===== src/rtl/chacha_ks_scheduler.sv =====
// Keystream scheduler for a ChaCha block core: requests one 64-byte block per
// counter value and streams bytes through a serialiser until the message ends.
module chacha_ks_scheduler #(
   parameter int unsigned LEN_W = 16
) (
   input  logic             clk,
   input  logic             rst,
   input  logic             start,
   input  logic [LEN_W-1:0] msg_len,
   input  logic [31:0]      init_ctr,
   output logic             busy,
   output logic             core_start,
   output logic [31:0]      core_ctr,
   input  logic             core_done,
   output logic             ser_load,
   output logic             ser_advance,
   output logic             ks_valid,
   input  logic             ks_ready,
   output logic             ks_last,
   output logic             done,
   output logic             err
);

   typedef enum logic [2:0] {
      S_IDLE,
      S_GEN,
      S_LOAD,
      S_STREAM,
      S_DONE,
      S_ERR
   } state_t;

   state_t           r_state;
   state_t           w_next;
   logic [LEN_W-1:0] r_rem;
   logic [5:0]       r_bcnt;
   logic [31:0]      r_blk_ctr;
   logic             r_gen_first;
   logic             w_hs;
   logic             w_rem_one;
   logic             w_blk_end;
   logic             w_ctr_max;

   assign w_rem_one = (r_rem == LEN_W'(1));
   assign w_blk_end = (r_bcnt == 6'd63);
   assign w_ctr_max = (r_blk_ctr == '1);
   assign w_hs      = ks_valid & ks_ready;

   always_comb begin
      w_next      = r_state;
      busy        = (r_state != S_IDLE);
      core_start  = (r_state == S_GEN) && r_gen_first;
      core_ctr    = r_blk_ctr;
      ser_load    = (r_state == S_LOAD);
      ks_valid    = (r_state == S_STREAM);
      ser_advance = ks_valid & ks_ready;
      ks_last     = ks_valid & w_rem_one;
      done        = (r_state == S_DONE) || (r_state == S_ERR);
      err         = (r_state == S_ERR);
      case (r_state)
         S_IDLE: begin
            if (start) w_next = (msg_len == '0) ? S_DONE : S_GEN;
         end
         // core_done in the core_start cycle belongs to no request of ours
         S_GEN: begin
            if (!r_gen_first && core_done) w_next = S_LOAD;
         end
         S_LOAD: w_next = S_STREAM;
         S_STREAM: begin
            if (w_hs) begin
               if (w_rem_one)      w_next = S_DONE;
               else if (w_blk_end) w_next = w_ctr_max ? S_ERR : S_GEN;
            end
         end
         S_DONE:  w_next = S_IDLE;
         S_ERR:   w_next = S_IDLE;
         default: w_next = S_IDLE;
      endcase
   end

   always_ff @(posedge clk) begin
      if (rst) begin
         r_state     <= S_IDLE;
         r_rem       <= '0;
         r_bcnt      <= '0;
         r_blk_ctr   <= '0;
         r_gen_first <= 1'b0;
      end else begin
         r_state     <= w_next;
         r_gen_first <= (w_next == S_GEN) && (r_state != S_GEN);
         if (r_state == S_IDLE && start && msg_len != '0) begin
            r_rem     <= msg_len;
            r_blk_ctr <= init_ctr;
            r_bcnt    <= '0;
         end
         if (r_state == S_STREAM && w_hs) begin
            r_rem  <= r_rem - LEN_W'(1);
            r_bcnt <= r_bcnt + 6'd1;
            if (!w_rem_one && w_blk_end && !w_ctr_max) r_blk_ctr <= r_blk_ctr + 32'd1;
         end
      end
   end

endmodule


===== config.mk =====
export PLATFORM = sky130hd
export DESIGN_NAME = chacha_ks_scheduler
export DESIGN_NICKNAME = d
export VERILOG_FILES = /design/src/rtl/chacha_ks_scheduler.sv
export SDC_FILE = /design/constraint.sdc
export NUM_CORES = 1
export LEC_CHECK = 0
export ABC_AREA = 1
export ABC_CLOCK_PERIOD_IN_PS = 2250
export CAP_MARGIN = 20
export CORE_MARGIN = 8
export CORE_UTILIZATION = 30
export DETAILED_ROUTE_END_ITERATION = 10
export GPL_ROUTABILITY_DRIVEN = 0
export GPL_TIMING_DRIVEN = 0
export PLACE_DENSITY = 0.53
export SLEW_MARGIN = 10
export SYNTH_ARGS = -nofsm -noshare
export SYNTH_HDL_FRONTEND = slang
export SYNTH_SLANG_ARGS = --single-unit

===== constraint.sdc =====
create_clock -name clk -period 2.25 [get_ports clk]
set_clock_uncertainty 0.05 [all_clocks]
set_input_delay 0.45 -clock clk [delete_from_list [all_inputs] [get_ports clk]]
set_output_delay 0.45 -clock clk [all_outputs]
set_load 0.05 [all_outputs]

After elaboration in Yosys (flattened, before gate mapping)
Index checks and enable logic that the tools add are counted.
{"block": "classes", "reduce_logical": 17, "eq_ne": 10, "add_sub_neg": 3, "bitwise_logic": 2, "mux": 15}
{"op": "$mux 32", "count": 3}
{"op": "$add 32x1->32 const B", "count": 1}
{"op": "$eq 32x32->1 const B", "count": 1}
{"op": "$mux 16", "count": 2}
{"op": "$mux 3", "count": 7}
{"op": "$eq 16x1->1 const B", "count": 1}
{"op": "$logic_not 16->1", "count": 1}
{"op": "$reduce_bool 16->1", "count": 1}
{"op": "$sub 16x1->16 const B", "count": 1}
{"op": "$mux 6", "count": 2}
{"op": "$pmux 3 s4", "count": 1}
{"op": "$logic_and 1x1->1", "count": 8}
{"op": "$add 6x1->6 const B", "count": 1}
{"op": "$eq 3x1->1 const B", "count": 2}
{"op": "$eq 3x2->1 const B", "count": 2}
{"op": "$eq 3x3->1 const B", "count": 2}
{"op": "$eq 6x6->1 const B", "count": 1}
{"op": "$logic_not 1->1", "count": 3}
{"op": "$logic_not 3->1", "count": 1}
{"op": "$ne 3x1->1 const B", "count": 1}
{"op": "$reduce_bool 3->1", "count": 1}
{"op": "$and 1x1->1", "count": 2}
{"op": "$reduce_bool 2->1", "count": 1}
{"op": "$logic_or 1x1->1", "count": 1}
{"block": "word_totals", "reg_bits": 58, "elab_cells": 52}

Longest topological paths before layout
Gate-level depths: netlist of the first run.
{"block": "depth", "word_depth": 8, "mapped_depth": 15}

Worst setup path after synthesis of the first run
No wires, ideal clock.
{"block": "synth_timing", "path_kind": "reg-to-output", "from": "register r_state[1]", "to": "output core_start", "arrival_time_ns": 1.961, "required_ns": 1.750, "path_stages_with_launch": 3, "path_slack_ns": -0.211, "n_path_buf": 1, "path_cell_list": "dfxtp_1 > buf_4 > nor4_1"}
{"block": "synth_between", "elab_chain_cells": 2}
{"element": "start, declared", "line": "33", "text": "state_t r_state;"}
{"element": "start signal, assigned", "line": "89", "text": "r_state <= w_next;"}
{"element": "$eq 3x1->1", "line": "52", "text": "core_start = (r_state == S_GEN) && r_gen_first;"}
{"element": "$logic_and 1x1->1", "line": "52"}
{"element": "end, declared", "line": "12", "text": "output logic core_start,"}
Every way passes these cells.

Worst setup path after layout of the first run
{"block": "layout_timing", "from": "register r_state[2]", "to": "output ser_advance"}
{"block": "layout_between", "elab_chain_cells": 2}
{"element": "$eq 3x2->1", "line": "55", "text": "ks_valid = (r_state == S_STREAM);"}
{"element": "$and 1x1->1", "line": "56", "text": "ser_advance = ks_valid & ks_ready;"}
{"element": "end, declared", "line": "16", "text": "output logic ser_advance,"}
Every way passes these cells.

==> reports/qor.txt, run 1 <==
Status: complete, no violations
GRT Util Overall: 0.1735
Post-Layout Cell Count: 1051
Detail Route Antenna Nets: 0
Row cnt: 44
Sum Neg Setup Slack: 0 ns
Tmin final: 2.219 ns
CTS Hold Bufs: 0
Max Freq: 450.6 MHz
CP cell instances: inv_2 -> nand3_1 -> nor2_2 -> buf_6 -> buf_6 -> buf_6
Initial core utilization: 0.3028
Yosys warnings: 0
Clock-pin slew on the worst setup and hold paths: 0.05 ns
Core box area: 14310 µm²
DR vias: 4910
Final Util: 0.4101
Clock sink count: 58
Synth Area per Inst: 5.710 µm²
Worst path most repeated cell: buf_6
Relative slew slack: 0.5218
PortBufs: 91
Max Root-Sink Buffers: 2
Placed Instances: 1034
CP max-delay cell: dfxtp_1
First-pass GRT wire length: 25140 µm
Top Ports: 93
Routed vias/inst: 4.672
Antenna cells: 0
Vias in the first global route: 4742
Slew of the pin with the lowest slew margin: 0.7174 ns
Syn_nets: 816
Area grow syn2layout: 35.45%
CP max stage delay: 0.37 ns
Static Leakage: 2.589 nW
Crit path arrival time: 1.72 ns
Final Hold Viols: 0
Critical Path RT: 1.75 ns
Antenna violations before repair: 0
H-tree levels: 3
EDFF count, synth: 0
Latest clock arrival within the worst-skew pair: 0.34 ns
Drt initial violations: 399
Synthesized flop and latch total: 58
Distinct cells, synth: 35
HP Class: reg2reg
Root Buffer: clkbuf_16
Worst Setup Start Kind: flop
CTS Buf Count: 9
DRC viols: 0
Max_cap viols: 0
Critical path peak fanout: 10
Routed length per placed instance: 15.01 µm
Share of layout cells above drive strength 1: 0.08074
Sequential area share after synthesis: 0.2679
Cell family with most CP delay: buffers and inverters
Ys flop type: dfxtp_1
Routed WL: 15770 µm
Final Cycle Share: 0.9863
DR pass1 iterations: 5
CP Class: reg2out
Fraction of registers with async set or reset after synthesis: 0
Chip width: 136.2 µm
WP buf/inv: 4
Die Ht: 136.2 µm
Final setup fails: 0
Area of the die: 18550 µm²
Total Power: 3.961 mW
Grt ovf: 0
Nets: 920
Cell Pwr Density: 674.7 nW/µm²
CTS tree: built
Syn Std Cell Area: 4334 µm²
Cells after Synth: 759
Max IR drop VDD: 405.9 µV
Slew Viols, Final: 0
Largest net degree at the start of global routing: 11
Worst Setup End Kind: output port
HPWL after DPL: 12150 µm
[metrics by stage]
stage               cell area, µm²  setup slack [ns]  hold slack (ns)
floorplan                     4340           0.08838           0.4036
global placement              5482           -0.8981           0.4253
detailed placement            5482           -0.8864           0.4286
CTS                           5803         -0.008455           0.4362
global route                  5871          -0.04909           0.4582
finish                        5871           0.03086           0.4355
[path summary, 6_finish.rpt]
check	slack (ns)	startpoint	cells after the start	end
worst max-delay path	0.03	r_state[2]$_SDFF_PP0_	6	ser_advance
worst min register to register	0.44	r_rem[1]$_SDFFE_PP0P_	2	r_rem[1]$_SDFFE_PP0P_
worst min-delay path	0.44	r_rem[1]$_SDFFE_PP0P_	2	r_rem[1]$_SDFFE_PP0P_
worst max register to register	0.21	core_ctr[1]$_SDFF_PP0_	11	core_ctr[7]$_SDFF_PP0_
[flip-flops by register name, summed over array words and instances (netlist names)]
name,cells
core_ctr,32
r_bcnt,6
r_state,3
r_rem,16
r_gen_first,1
[what timing repair did]
action,4_1_cts,5_1_grt
pin swaps,0,4
setup buffers,0,2
setup endpoints to repair,25,51
resized for setup,28,18
[placed cells by master, fill, tap and decap left out, types with 7 or more instances in the layout]
master,Yosys,final
nand3_1,85,85
nor2_1,141,132
buf_6,4,11
a21oi_1,27,27
o21ai_0,18,18
nand3b_1,11,11
clkbuf_16,0,9
xor2_1,12,12
xnor2_1,8,8
nor2_2,7,14
dfxtp_1,58,58
nor3_1,7,7
nand2_1,264,261
clkbuf_1,8,9
clkdlybuf4s50_1,0,82
inv_1,61,60
[area by class of cell]
cell class,count,area (µm²)
fillers,1610,8443
multi-input cells,610,2823
flip-flops and latches,58,1161
repair buffers,93,923.4
clock buffers,13,270.3
inverters,65,247.7
well taps,184,230.2
plain buffers,26,180.2
clock inverters,2,35.03
[cells in the mapped netlist, types with 2 or more instances]
library cell / count / area [µm²]
a21oi_1: 27 / 135.1
a31oi_1: 4 / 25.02
buf_4: 2 / 15.01
o21ai_0: 18 / 90.09
xor2_1: 12 / 105.1
nand4_1: 6 / 37.54
nor3_1: 7 / 35.03
inv_2: 2 / 7.510
nor2_4: 2 / 22.52
xnor2_1: 8 / 70.07
nand2_2: 3 / 18.77
and2_1: 2 / 12.51
dfxtp_1: 58 / 1161
clkbuf_1: 8 / 30.03
nand2_1: 264 / 991.0
nand3_1: 85 / 425.4
nand3b_1: 11 / 82.58
nor2_1: 141 / 529.3
inv_1: 61 / 229.0
nor2_2: 7 / 43.79
buf_6: 4 / 45.04
ha_1: 4 / 50.05
buf_2: 11 / 55.05
[per-layer routing]
| metal | GRT usage | up-vias | share of wire |
|---|---|---|---|
| li1 | - | 2592 | - |
| met1 | 0.2372 | 2177 | 0.49 |
| met2 | 0.2680 | 129 | 0.44 |
| met3 | 0.04213 | 12 | 0.061 |
| met4 | 0.04149 | 0 | 0.010 |
| met5 | 0 | - | 0 |
[worst reg2reg max path: cells and delay by family, from the launching register on]
kind          cells  cell delay, ns
buf+inv           2            0.19
simple gates      8            1.05
flops             1            0.41
fa+ha+maj         1            0.23
[power breakdown]
part / total [mW] / internal [mW] / switching (mW)
Clock: 1.44 / 0.939 / 0.500
Sequential: 1.27 / 1.13 / 0.143
Combinational: 1.25 / 0.451 / 0.798
Total: 3.96 / 2.52 / 1.44
[logic make-up (layout without fill, tap and decap cells)]
logic type / Yosys count / after routing / synth area share
adders and majority gates: 4 / 4 / 0.01155
buffers and inverters: 91 / 199 / 0.09151
and+or+nand+nor: 536 / 536 / 0.5292
AOI/OAI and AO/OA: 50 / 50 / 0.05947
xor gates and xnor gates: 20 / 20 / 0.04042
DFF: 58 / 58 / 0.2679
(Power assumes the default switching activity.)
==> run 2, diff against run 1 <==
- CTS_BUF_LIST: unset -> sky130_fd_sc_hd__clkbuf_8
==> reports/qor.txt, run 2 (synthesized netlist as in run 1, its figures left out) <==
DRC viols: 0 (unchanged)
Max_cap viols: 0 (unchanged)
CP cell instances: clkdlybuf4s50_1
Switching part of the total: 0.3917 (+0.02798)
Switch Pwr: 1.397 mW (-3.0%)
First-pass GRT wire length: 25030 µm (-0.44%)
Worst Setup Start Kind: flop
Post-Layout Cell Count: 1051 (unchanged)
Final Hold Viols: 0 (unchanged)
Drt initial violations: 380 (-4.8%)
Final setup fails: 0 (unchanged)
Crit path arrival time: 1.69 ns (-0.03 ns)
Slew Viols, Final: 0 (unchanged)
Max IR drop VDD: 302.5 µV (-25%)
Routed length per placed instance: 15.01 µm (about the same)
Cell Pwr Density: 614.1 nW/µm² (-9.0%)
Clock sink count: 58 (unchanged)
PortBufs: 91 (unchanged)
Worst Setup End Kind: output port
Relative slew slack: 0.5208 (-0.0009940)
WP buf/inv: 1 (-3)
GRT Util Overall: 0.1728 (-0.0006972)
Vias in the first global route: 4721 (-0.44%)
Chip width: 136.2 µm (unchanged)
DR pass1 iterations: 5 (unchanged)
CP max stage delay: 0.86 ns (+0.49 ns)
Tmin final: 2.191 ns (-0.02845 ns)
Area grow syn2layout: 34.01%
Grt ovf: 0 (unchanged)
Logic pwr share: 0.350 (+0.035)
Placed Instances: 1034 (unchanged)
Routed WL: 15780 µm (about the same)
Die Ht: 136.2 µm (unchanged)
Latest clock arrival within the worst-skew pair: 0.37 ns (+0.03 ns)
Top Ports: 93 (unchanged)
Static Leakage: 2.622 nW (+1.3%)
HPWL after DPL: 12150 µm (unchanged)
DR vias: 4973 (+1.3%)
CTS tree: built
Most frequent cells in the layout: nand2_1, nor2_1, nand3_1
Critical Path RT: 1.75 ns (about the same)
Final Cycle Share: 0.9736 (-0.01264)
H-tree levels: 3 (unchanged)
Max reg flops: 32 (unchanged)
Antenna violations before repair: 0 (unchanged)
Core box area: 14310 µm² (unchanged)
CP Class: reg2out
Routed vias/inst: 4.732 (+1.3%)
Nets: 920 (unchanged)
Clock-pin slew on the worst setup and hold paths: 0.07 ns (+0.02 ns)
Initial core utilization: 0.3028 (unchanged)
Final Util: 0.4058 (-0.004371)
CTS Buf Count: 9 (unchanged)
Antenna cells: 0 (unchanged)
Largest net degree at the start of global routing: 11 (unchanged)
Status: complete, no violations
Share of layout cells above drive strength 1: 0.08881 (+0.008074)
CP max-delay cell: clkdlybuf4s50_1
Clock power share: 0.292 (-0.071)
Critical path peak fanout: 5 (-5)
Slew of the pin with the lowest slew margin: 0.7188 ns (+0.001491 ns)
Sequential Power Share: 0.358 (+0.037)
Cell family with most CP delay: buffers and inverters
Fill count: 1618 (+0.50%)
Row cnt: 44 (unchanged)
Most common cell after layout, fill and taps aside: nand2_1
Max Root-Sink Buffers: 2 (unchanged)
Max Freq: 456.5 MHz (+1.3%)
Area of the die: 18550 µm² (unchanged)
Root Buffer: clkbuf_8
HP Class: reg2reg
Detail Route Antenna Nets: 0 (unchanged)
Pint: 2.170 mW (-14%)
[run 2: cell type report]
class | instances | area [µm²] | area share
multi-input combinational | 610 | 2858 | 0.4920
sequential | 58 | 1164 | 0.2003
timing repair buffer | 93 | 932.1 | 0.1605
inverter | 65 | 247.7 | 0.04265
tap | 184 | 230.2 | 0.03964
buffer | 26 | 172.7 | 0.02973
clock buffer | 12 | 165.2 | 0.02844
clock inverter | 3 | 38.79 | 0.006678
[run 2: path summary, 6_finish.rpt]
| path | from | endpoint | slack [ns] | cells past startpoint |
|---|---|---|---|---|
| hold reg to reg | r_rem[1]$_SDFFE_PP0P_ | r_rem[1]$_SDFFE_PP0P_ | 0.43 | 2 |
| setup reg to reg | r_rem[1]$_SDFFE_PP0P_ | core_ctr[23]$_SDFF_PP0_ | 0.17 | 15 |
| setup / recovery | core_ctr[17]$_SDFF_PP0_ | core_ctr[17] | 0.06 | 1 |
| hold / removal | r_rem[1]$_SDFFE_PP0P_ | r_rem[1]$_SDFFE_PP0P_ | 0.43 | 2 |
[run 2: per-layer routing]
| layer | vias up | GRT usage | part of all wire |
|---|---|---|---|
| met4 | 0 | 0.04332 | 0.0097 |
| met2 | 126 | 0.2688 | 0.44 |
| met1 | 2251 | 0.2359 | 0.50 |
| met5 | - | 0 | 0 |
| met3 | 9 | 0.03880 | 0.052 |
| li1 | 2587 | - | - |
[run 2: worst reg2reg max path, delay by kind of cell, from the launching register on]
kind | cells | cell delay (ns)
simple gates | 8 | 0.86
buf+inv | 6 | 0.62
flops | 1 | 0.33
fa+ha+maj | 1 | 0.12
[run 2: per-stage QoR]
step / power (mW) / setup WS (ns) / cell area (µm²) / hold WS [ns] / setup TNS [ns]
after global routing: 3.782 / -0.007030 / 5808 / 0.4509 / -0.009699
after CTS: 3.566 / 0.001638 / 5705 / 0.4188 / 0
after floorplan: 2.068 / 0.08838 / 4340 / 0.4036 / 0
after detailed placement: 2.514 / -0.8864 / 5482 / 0.4286 / -17.76
after global placement: 2.514 / -0.8981 / 5482 / 0.4253 / -17.65
final: 3.567 / 0.05930 / 5808 / 0.4321 / 0
[run 2: what timing repair did]
action / CTS / global route
hold endpoints to repair: 0 / 0
setup buffers: 0 / 2
hold buffers: 0 / 0
setup endpoints to repair: 14 / 58
resized for setup: 29 / 33
pin swaps: 0 / 5
[run 2: power groups by stage]
stage               Clock [mW]  Sequential [mW]  Combinational (mW)
floorplan                    0             1.45               0.618
global placement             0             1.29                1.22
detailed placement           0             1.29                1.22
CTS                       1.07             1.27                1.23
global route              1.11             1.29                1.38
finish                    1.04             1.28                1.25
==> run 3, diff against run 2 <==
- CORE_ASPECT_RATIO: unset -> 1.75
==> reports/qor.txt, run 3 (synthesized netlist as in run 1, its figures left out) <==
Status: complete, no violations
CP Class: reg2out
Reg2Reg Setup Slack: 0.14 ns (-0.03 ns)
Final setup fails: 0 (unchanged)
H-tree levels: 3 (unchanged)
Cell Pwr Density: 632.7 nW/µm² (+3.0%)
Routed length per placed instance: 15.72 µm (+4.7%)
DR pass1 iterations: 6 (+1)
Worst Setup End Kind: output port
Tmin final: 2.203 ns (+0.01264 ns)
Latest clock arrival within the worst-skew pair: 0.36 ns (about the same)
HPWL after DPL: 13300 µm (+9.5%)
Clock sink count: 58 (unchanged)
Routed WL: 16430 µm (+4.1%)
Sum Neg Setup Slack: 0 ns (unchanged)
Min Hold Slack: 0.4262 ns (-0.005860 ns)
Slew Viols, Final: 0 (unchanged)
Routed vias/inst: 4.743 (+0.23%)
CP max-delay cell: clkdlybuf4s50_1
GRT Util Overall: 0.1790 (+0.006206)
First-pass GRT wire length: 25970 µm (+3.8%)
Clock power share: 0.310 (+0.018)
Final Hold Viols: 0 (unchanged)
Max Freq: 453.9 MHz (-0.57%)
PortBufs: 91 (unchanged)
Nets: 917 (-0.33%)
Initial core utilization: 0.3047 (+0.001918)
Relative slew slack: 0.5597 (+0.03893)
Grt ovf: 0 (unchanged)
Detail Route Antenna Nets: 0 (unchanged)
Final Cycle Share: 0.9793 (+0.005616)
Static Leakage: 2.557 nW (-2.5%)
Fill count: 1634 (+0.99%)
DR vias: 4956 (-0.34%)
Critical path peak fanout: 5 (unchanged)
Most frequent cells in the layout: nand2_1, nor2_1, nand3_1
Clock-pin slew on the worst setup and hold paths: 0.07 ns (about the same)
Worst Setup Start Kind: flop
Root Buffer: clkbuf_8
Multi-input gate area in the final layout: 2835 µm² (-0.79%)
CTS tree: built
Final Util: 0.4053 (-0.0004210)
Vias in the first global route: 4993 (+5.8%)
Setup bufs post-CTS: 0 (unchanged)
Max Root-Sink Buffers: 2 (unchanged)
Pre-CTS setup slack: -0.9235 ns (-0.03714 ns)
Slew of the pin with the lowest slew margin: 0.6605 ns (-0.05839 ns)
Chip width: 106.9 µm (-22%)
Crit path arrival time: 1.70 ns (about the same)
Area grow syn2layout: 33.03%
Top Ports: 93 (unchanged)
HP Class: reg2reg
Largest net degree at the start of global routing: 11 (unchanged)
Switching part of the total: 0.3924 (+0.0007141)
Total Power: 3.648 mW (+2.3%)
RSZ-0062 raised after global routing: true
Max_cap viols: 0 (unchanged)
Area of the die: 18700 µm² (+0.82%)
Drt initial violations: 201 (-47%)
Row cnt: 58 (+32%)
Area taken by flip-flops and latches: 1164 µm² (unchanged)
Cell family with most CP delay: buffers and inverters
Pint: 2.216 mW (+2.2%)
Logic pwr share: 0.340 (-0.010)
DRC viols: 0 (unchanged)
Worst setup margin: 0.04667 ns (-0.01264 ns)
Most common cell after layout, fill and taps aside: nand2_1
Max reg flops: 32 (unchanged)
Critical Path RT: 1.75 ns (about the same)
Core box area: 14220 µm² (-0.63%)
Max IR drop VDD: 251.8 µV (-17%)
Antenna cells: 0 (unchanged)
Switch Pwr: 1.431 mW (+2.5%)
Die Ht: 175.0 µm (+28%)
WP buf/inv: 1 (unchanged)
CP cell instances: clkdlybuf4s50_1
Sequential Power Share: 0.350 (-0.008)
Antenna violations before repair: 0 (unchanged)
CP max stage delay: 0.87 ns (about the same)
Share of layout cells above drive strength 1: 0.08208 (-0.006731)
CTS Buf Count: 9 (unchanged)
run 3: power by group through the flow:
stage                     combinational (mW)  sequential, mW  clock (mW)
after global placement                  1.23            1.29           0
after CTS                               1.24            1.27        1.15
final                                   1.24            1.27        1.13
after detailed placement                1.23            1.29           0
after floorplan                        0.618            1.45           0
after global routing                    1.37            1.29        1.20
run 3: area by class of cell:
class,count,area share
multi-input combinational,610,0.4918
sequential,58,0.2018
timing repair buffer,91,0.1591
inverter,65,0.04297
tap,180,0.03906
buffer,25,0.02734
clock buffer,10,0.02387
clock inverter,6,0.01411
run 3: worst paths after layout:
| path | cells after the start | from | end |
|---|---|---|---|
| worst min register to register | 2 | r_rem[1]$_SDFFE_PP0P_ | r_rem[1]$_SDFFE_PP0P_ |
| worst min-delay path | 2 | r_rem[1]$_SDFFE_PP0P_ | r_rem[1]$_SDFFE_PP0P_ |
| worst max-delay path | 1 | core_ctr[16]$_SDFF_PP0_ | core_ctr[16] |
| worst max register to register | 10 | core_ctr[1]$_SDFF_PP0_ | core_ctr[9]$_SDFF_PP0_ |
run 3: metrics by stage:
| step | instances | cell area [µm²] |
|---|---|---|
| 2_1_floorplan | 759 | 4340 |
| 3_3_place_gp | 1030 | 5477 |
| 3_5_place_dp | 1030 | 5477 |
| 4_1_cts | 1046 | 5722 |
| 5_1_grt | 1045 | 5766 |
| 6_report | 1045 | 5766 |
run 3: per-layer routing:
| layer | track usage | wire length [µm] | vias to the layer above |
|---|---|---|---|
| met2 | 0.3522 | 9492 | 94 |
| met5 | 0 | 0 | - |
| li1 | - | - | 2589 |
| met1 | 0.1699 | 5815 | 2235 |
| met3 | 0.02398 | 500 | 38 |
| met4 | 0.09617 | 616 | 0 |
run 3: what timing repair did:
item,in CTS,in global routing
resized for setup,32,20
pin swaps,0,2
endpoints found under the setup margin,48,51
hold buffers,0,0
